<file path="src/rtl/fir_mac_sequencer.sv">
// fir_mac_sequencer: time-shared single-MAC FIR filter.
// A sample is accepted in IDLE and shifted into the delay line. The MAC
// state then walks the NTAPS taps one per cycle. OUT holds the saturated,
// rescaled result until the consumer takes it. Coefficients can only be
// rewritten in IDLE. Any rejected write raises coef_err for one cycle.
module fir_mac_sequencer #(
  parameter  int NTAPS = 8,
  parameter  int SHIFT = 15,
  localparam int AW    = (NTAPS > 1) ? $clog2(NTAPS) : 1
) (
  input  logic          clk,
  input  logic          rst_n,
  input  logic          in_valid,
  output logic          in_ready,
  input  logic [15:0]   in_data,
  input  logic          coef_we,
  input  logic [AW-1:0] coef_addr,
  input  logic [15:0]   coef_wdata,
  output logic          coef_err,
  input  logic          flush,
  output logic          out_valid,
  input  logic          out_ready,
  output logic [15:0]   out_data,
  output logic          busy
);

  typedef enum logic [1:0] {
    IDLE = 2'd0,
    MAC  = 2'd1,
    OUT  = 2'd2
  } state_t;

  state_t state_r;
  state_t state_s;

  logic signed [15:0] x_r [NTAPS];
  logic signed [15:0] c_r [NTAPS];
  logic signed [39:0] acc_r;
  logic [AW-1:0]      idx_r;
  logic [15:0]        out_data_r;
  logic               coef_err_r;

  logic               accept_s;
  logic               last_s;
  logic               coef_ok_s;
  logic signed [31:0] prod_s;
  logic signed [39:0] prod_ext_s;
  logic signed [39:0] sum_s;
  logic signed [39:0] shifted_s;

  // Clamp a wide signed value into the 16-bit signed output range.
  function automatic logic [15:0] sat16(input logic signed [39:0] v);
    logic [15:0] r;
    if (v > 40'sd32767) begin
      r = 16'h7FFF;
    end else if (v < -40'sd32768) begin
      r = 16'h8000;
    end else begin
      r = v[15:0];
    end
    return r;
  endfunction

  assign in_ready  = (state_r == IDLE);
  assign busy      = (state_r != IDLE);
  assign out_valid = (state_r == OUT);
  assign out_data  = out_data_r;
  assign coef_err  = coef_err_r;

  // Handshake decode, MAC arithmetic and coefficient-write qualification.
  always_comb begin
    accept_s   = in_valid && (state_r == IDLE);
    last_s     = (idx_r == AW'(NTAPS - 1));
    coef_ok_s  = coef_we && (state_r == IDLE) && (32'(coef_addr) < NTAPS);
    prod_s     = x_r[idx_r] * c_r[idx_r];
    prod_ext_s = {{8{prod_s[31]}}, prod_s};
    sum_s      = acc_r + prod_ext_s;
    shifted_s  = sum_s >>> SHIFT;
  end

  // State register: reset or flush always lands in IDLE.
  always_ff @(posedge clk or negedge rst_n) begin
    if (!rst_n) begin
      state_r <= IDLE;
    end else begin
      state_r <= state_s;
    end
  end

  // Next-state logic; flush overrides every other transition.
  always_comb begin
    state_s = state_r;
    if (flush) begin
      state_s = IDLE;
    end else begin
      case (state_r)
        IDLE: begin
          if (accept_s) begin
            state_s = MAC;
          end else begin
            state_s = IDLE;
          end
        end
        MAC: begin
          if (last_s) begin
            state_s = OUT;
          end else begin
            state_s = MAC;
          end
        end
        OUT: begin
          if (out_ready) begin
            state_s = IDLE;
          end else begin
            state_s = OUT;
          end
        end
        default: state_s = IDLE;
      endcase
    end
  end

  // Delay line, coefficients, accumulator, tap index, result and error pulse.
  always_ff @(posedge clk or negedge rst_n) begin
    if (!rst_n) begin
      for (int i = 0; i < NTAPS; i++) begin
        x_r[i] <= 16'sd0;
        c_r[i] <= 16'sd0;
      end
      acc_r      <= 40'sd0;
      idx_r      <= '0;
      out_data_r <= 16'd0;
      coef_err_r <= 1'b0;
    end else begin
      // A write dropped because of flush is not reported as an error.
      coef_err_r <= coef_we && !flush && !coef_ok_s;
      if (flush) begin
        for (int i = 0; i < NTAPS; i++) begin
          x_r[i] <= 16'sd0;
        end
        acc_r <= 40'sd0;
        idx_r <= '0;
      end else begin
        if (coef_ok_s) begin
          c_r[coef_addr] <= coef_wdata;
        end
        case (state_r)
          IDLE: begin
            if (accept_s) begin
              x_r[0] <= in_data;
              for (int i = 1; i < NTAPS; i++) begin
                x_r[i] <= x_r[i-1];
              end
              acc_r <= 40'sd0;
              idx_r <= '0;
            end
          end
          MAC: begin
            acc_r <= sum_s;
            if (last_s) begin
              idx_r      <= '0;
              out_data_r <= sat16(shifted_s);
            end else begin
              idx_r <= idx_r + AW'(1);
            end
          end
          OUT: begin
            acc_r <= acc_r;
          end
          default: begin
            acc_r <= 40'sd0;
            idx_r <= '0;
          end
        endcase
      end
    end
  end

endmodule

</file>
<file path="config.mk">
export PLATFORM = sky130hd
export DESIGN_NAME = fir_mac_sequencer
export DESIGN_NICKNAME = d
export VERILOG_FILES = /design/src/rtl/fir_mac_sequencer.sv
export SDC_FILE = /design/constraint.sdc
export NUM_CORES = 1
export LEC_CHECK = 0
export CAP_MARGIN = 20
export CORE_UTILIZATION = 55
export CTS_CLUSTER_DIAMETER = 120
export DETAILED_ROUTE_END_ITERATION = 7
export MAX_ROUTING_LAYER = met4
export PLACE_DENSITY = 0.72
export SLEW_MARGIN = 5
export SYNTH_ARGS = -nofsm -noshare
export SYNTH_HDL_FRONTEND = slang
export SYNTH_SLANG_ARGS = --single-unit
</file>
<file path="constraint.sdc">
create_clock -name clk -period 17 [get_ports clk]
set_input_delay 1.7 -clock clk [delete_from_list [all_inputs] [get_ports clk]]
set_output_delay 1.7 -clock clk [all_outputs]
set_load 0.01 [all_outputs]
</file>
==> results.yml, run 1 <==
critical_path:
  path_class: "reg -> reg"
  r2r_start: "idx_r[0]"
  cpLargestDelayFamily: "adder cells"
  r2r-end: "out_data[1]"
  cp_num_cells: 26
  slowest_stage: "dfrtp_4"
  r2r_slack_ns: 6.54
  end_kind: "flop"
  worstPathArrival_ns: 10.84
  r2r_cells: 26
  crit_path_start_kind: "flop"
  critPathMaxStageDelay_ns: 1.04
  crit_path_end: "out_data[1]"
  critical_path.startpoint: "idx_r[0]"
  crit_buf_inv: 7
  crit_fanout: 46
  critical_path_required_ns: 17.38
route:
  wl_microns: 62000
  wl_per_cell_microns: 20.9
  first_iter_violations: 1420
  routed_via_density: 5.91
  drt_pass1_iterations: 6
  ant_nets: 0
  drc: 0
  vias: 17500
cells_and_area:
  fillers: 3609
  layout_commonest_cell: "inv_1"
  insertedDiodeCount: 0
  areaGrowthSynthToFinish_pct: 9.91
  layout_common_cells: "inv_1, fa_1, dfrtp_1"
  finalNetCount: 2814
  drive_above_1_share_pct: 14.7
synth:
  avgSynthCellArea_sq_um: 11.3
  seq_area_frac_synth_pct: 30.6
  syn-cell-area_sq_um: 26000
  synth_top_flop_cell: "dfrtp_1"
  synth_edf_count: 0
  ys_ff_latch: 318
  ys_warn_count: 0
  yosysUniqueCellTypes: 68
  async_reset_ff_share_pct: 100
  netlist_instances: 2295
  syn_nets: 2783
hold_path:
  hp-class: "reg -> reg"
  min_path_cells: 2
clock_network:
  clk_pin_slew_worst_paths_ns: 0.06
  cts.sinks: 318
  post_cts_buffers: 0
  insertion_delay_ns: 0.56
  cts_tree: "done"
  cts_resized: 0
  numCtsBuffers: 36
  cts-root-buf: "clkbuf_16"
  cts-htree-levels: 2
  cts_hold_buf: 0
  clk_path_buf_depth: 3
placed_design:
  dp_worst_setup_slack_ns: 6.63
  hpwl_microns: 45300
  gp_congestion: 0.979
  numPortBuffers: 60
power:
  power_leakage_uw: 0.0138
  p_per_area_nw_per_um2: 171
  ir_drop_mv: 0.182
timing:
  layout_setup_ws_ns: 6.54
  hold_viol_final: 0
  rsz0062_at_grt: "false"
  max_freq_ghz: 0.0956
  finalCritPeriodShare_pct: 61.5
  worst_clock_skew_ns: 0.0278
  slew_headroom_pct: 24.6
  final_max_slew_viol_count: 0
  tns_ns: 0
  tightest_slew_ns: 1.13
  setup_viol: 0
  fin_crit_ns: 10.46
global_routing:
  grt_pass1_wl_microns: 103000
  antenna_found_initial: 0
  grt_max_degree: 108
  grtUsageTotal_pct: 28.9
  grt-ovfl-total: 0
  grt_pass1_vias: 19300
floorplan:
  start_util_pct: 55.8
  ios: 61
  die_h_microns: 219
  coreArea_sq_um: 46600
  num_rows: 79
  chipWidth_microns: 219
  die_area_sq_um: 48100
job:
  maxCapViolCount: 0
status:
  status: "complete, no violations"
[cell families after synthesis]
group	share of synthesized area [%]
buffers and inverters	7.55
adder cells (fa/ha/maj)	31.1
AO/OA/AOI/OAI	9.89
AND/OR/NAND/NOR	6.49
XOR/XNOR	1.28
flip-flops	30.6
multiplexers	13.1
[per-stage QoR]
stage / std cells / total power [uW] / hold WS (ns) / area, sq um / utilization, %
2_1_floorplan: 2295 / 3250 / 0.456 / 26000 / -
3_3_place_gp: 2891 / 3970 / 0.474 / 27200 / 58.5
3_5_place_dp: 2892 / 4030 / 0.479 / 27200 / 58.5
4_1_cts: 2957 / 4890 / 0.497 / 28500 / 61.2
5_1_grt: 2960 / 5350 / 0.507 / 28600 / 61.3
6_report: 2960 / 4890 / 0.492 / 28600 / 61.3
[worst min-delay path, cell delays in order, from the launching register on]
cell and delay (ns):
dfrtp_1 0.35, nand2_1 0.05, nand2_1 0.06
[per-layer routing]
| layer | global-route usage [%] | part of all wire, % | wire length [microns] | vias to the layer above |
|---|---|---|---|---|
| li1 | - | - | - | 7612 |
| met1 | 36.7 | 40 | 24800 | 9118 |
| met2 | 46.3 | 49 | 30600 | 613 |
| met3 | 5.21 | 6.6 | 4060 | 165 |
| met4 | 11.2 | 3.9 | 2440 | 0 |
| met5 | - | 0 | 0 | - |
[where the power goes]
| group | leakage, uW | internal (uW) | total (uW) | switching [uW] |
|---|---|---|---|---|
| combinational | 0.00898 | 1210 | 3140 | 1940 |
| sequential | 0.00422 | 860 | 924 | 64.7 |
| clock | 0.000614 | 492 | 819 | 328 |
| total | 0.0138 | 2560 | 4890 | 2330 |
[state kept, by name, indices dropped and copies added (netlist names)]
name      cells
c_r         128
state_r       2
acc_r        40
coef_err      1
idx_r         3
out_data     16
x_r         128
[layout make-up]
cell class	count	area (sq um)	share of cell area, %
multi-input combinational	1458	16100	56.5
clock buffer	50	1030	3.62
clock inverter	15	221	0.775
inverter	421	1580	5.53
sequential	318	7960	27.9
timing repair buffer	91	873	3.06
tap	607	759	2.66
[cell usage after synthesis (7+ instances only)]
cell	instances	area (sq um)
nor2_1	177	664
nor3_1	16	80.1
clkbuf_1	86	323
a21oi_1	33	165
nand3_1	8	40.0
mux4_2	64	1440
buf_1	10	37.5
xor2_1	10	87.6
mux2_2	151	1700
fa_1	330	6610
mux2i_1	25	250
ha_1	117	1460
a21o_1	10	75.1
o21ai_1	7	35.0
nand2_1	163	612
nor2b_1	7	43.8
a211oi_1	8	60.1
xnor2_1	28	245
and2_1	7	43.8
inv_1	421	1580
o21ai_0	44	220
o22ai_2	10	125
dfrtp_1	318	7960
a22o_1	156	1370
[worst min-delay path by stage]
stage                 start            to  slack, ns
2_1_floorplan     acc_r[10]     acc_r[10]       0.46
6_report       out_data[15]  out_data[15]       0.49
4_1_cts             x_r[11]       x_r[11]       0.50
5_1_grt              c_r[6]        c_r[6]       0.51
3_3_place_gp      acc_r[14]     acc_r[14]       0.47
3_5_place_dp         x_r[8]        x_r[8]       0.48
Power figures use the tool's default switching activity.
==> run 2, diff against run 1 <==
clock period = 10.9 ns   (was 17 ns; I/O delays follow)
==> run 2 against run 1 <==
  * Sequential share of layout area shrank 0.099 points
  * Total power grew 57%
  * Utilization grew 0.22 points
  * Wire length grew 1.9%
  * Register-to-register slack lost 5.3 ns
  * Cell count grew 0.44%
  * First-iteration DRC count shrank 9.9%
  * Non-clock buffer count grew 13
  * Sequential power grew 56%
  * Worst hold slack lost 0.024 ns
  * Clock skew shrank 0.0075 ns
  * Die area is the same
  * Largest power group unchanged
  * Highest routed layer unchanged
==> results.yml, run 2 (same netlist as run 1, synthesis figures left out) <==
status:
  status: "complete, no violations"
clock_network:
  cts_resized: 0
  insertion_delay_ns: 0.56
  cts.sinks: 318
  clk_path_buf_depth: 3
  cts-root-buf: "clkbuf_16"
  numCtsBuffers: 37
  post_cts_buffers: 0
  cts_hold_buf: 0
  cts_tree: "done"
  cts-htree-levels: 2
  clk_pin_slew_worst_paths_ns: 0.06
critical_path:
  crit_fanout: 33
  critical_path_required_ns: 11.28
  worstPathArrival_ns: 10.08
  slowest_stage: "dfrtp_4"
  crit_path_start_kind: "flop"
  crit_top_cell: "fa_1"
  end_kind: "flop"
  path_class: "reg -> reg"
  critPathMaxStageDelay_ns: 0.86
power:
  p_per_area_nw_per_um2: 268
  ir_drop_mv: 0.278
  power_leakage_uw: 0.0139
route:
  wl_per_cell_microns: 21.2
  vias: 17600
  routed_via_density: 5.92
  routed-wl-met3_microns: 3480
  first_iter_violations: 1280
  drc: 0
  ant_nets: 0
  wl_met2_microns: 30900
  met1_length_microns: 26600
  drt_pass1_iterations: 5
  wl_microns: 63100
  top_layer_used: "met4"
cells_and_area:
  insertedDiodeCount: 0
  drive_above_1_share_pct: 15.1
  top_regs: "c_r x128, x_r x128, acc_r x40"
  fillers: 3683
  finalNetCount: 2828
  utilization_pct: 61.6
  layout_commonest_cell: "inv_1"
  areaGrowthSynthToFinish_pct: 10.3
  layout_common_cells: "inv_1, fa_1, dfrtp_1"
global_routing:
  grt_pass1_wl_microns: 104000
  antenna_found_initial: 0
  grtUsageTotal_pct: 29.2
  grt_pass1_vias: 19200
  grt-ovfl-total: 0
  grt_max_degree: 183
floorplan:
  coreArea_sq_um: 46600
  ios: 61
  chipWidth_microns: 219
  die_h_microns: 219
  die_area_sq_um: 48100
  start_util_pct: 55.8
  num_rows: 79
timing:
  rsz0062_at_grt: "false"
  tightest_slew_ns: 1.09
  hold_viol_final: 0
  setup_viol: 0
  final_max_slew_viol_count: 0
  finalCritPeriodShare_pct: 89.0
  slew_headroom_pct: 25.3
  tns_ns: 0
  max_freq_ghz: 0.103
  worst_clock_skew_ns: 0.0203
  hold-worst-slack_ns: 0.468
  fin_crit_ns: 9.70
placed_design:
  hpwl_microns: 46600
  gp_congestion: 0.977
  numPortBuffers: 60
job:
  maxCapViolCount: 0
hold_path:
  hp-class: "in -> async"
## run 2: cell types whose count changed in the layout (fill, tap and decap cells not counted)
cell | previous run | this run
buf_4 | 28 | 40
clkbuf_8 | 6 | 3
buf_12 | 0 | 2
buf_8 | 3 | 2
clkbuf_1 | 7 | 8
clkbuf_16 | 37 | 38
clkinv_16 | 1 | 0
clkinv_4 | 1 | 2
inv_16 | 0 | 1
## run 2: power breakdown
part | total, uW | internal [uW] | switching (uW)
logic | 4940 | 1890 | 3050
clock network | 1290 | 762 | 528
registers | 1440 | 1340 | 98.5
total | 7670 | 4000 | 3670
## run 2: worst paths after layout
check	start	slack, ns	cells after the start	end
min in group clk	out_data[15]	0.49	2	out_data[15]
setup / recovery	idx_r[0]	1.20	26	out_data[3]
hold reg to reg	out_data[15]	0.49	2	out_data[15]
setup reg to reg	idx_r[0]	1.20	26	out_data[3]
max in group asynchronous	rst_n	8.59	3	idx_r[0]
hold / removal	rst_n	0.47	1	x_r[124]
## run 2: metal layers
layer | up-vias | global-route usage, %
li1 | 7659 | -
met1 | 9298 | 38.2
met2 | 523 | 47.0
met3 | 117 | 4.35
met4 | 0 | 9.33
met5 | - | -
## run 2: stage by stage
stage               worst slack, ns  total power, uW  std cells  instance area (sq um)
detailed placement             1.27             6330       2906                  27400
CTS                            1.19             7660       2971                  28600
finish                         1.20             7670       2973                  28700
global placement               1.39             6230       2906                  27400
global route                  0.638             8370       2973                  28700
floorplan                      1.76             5080       2295                  26000
## run 2: area by class of cell
type                            instances  area (sq um)  share of cell area (%)
Inverter                              421          1580                    5.51
Sequential cell                       318          7960                    27.8
Tap cell                              607           759                    2.65
Clock buffer                           49          1020                    3.57
Clock inverter                         16           220                   0.768
Timing Repair Buffer                  104           988                    3.45
Multi-Input combinational cell       1458         16100                    56.3
## run 2: worst max-delay path, delay by kind of cell (launching register included)
family / cells / cell delay [ns]
adders and majority gates: 7 / 3.09
AOI/OAI and AO/OA: 6 / 2.14
and+or+nand+nor: 4 / 1.18
buffers and inverters: 6 / 1.11
muxes: 2 / 0.96
DFF: 1 / 0.86
xor gates and xnor gates: 1 / 0.17
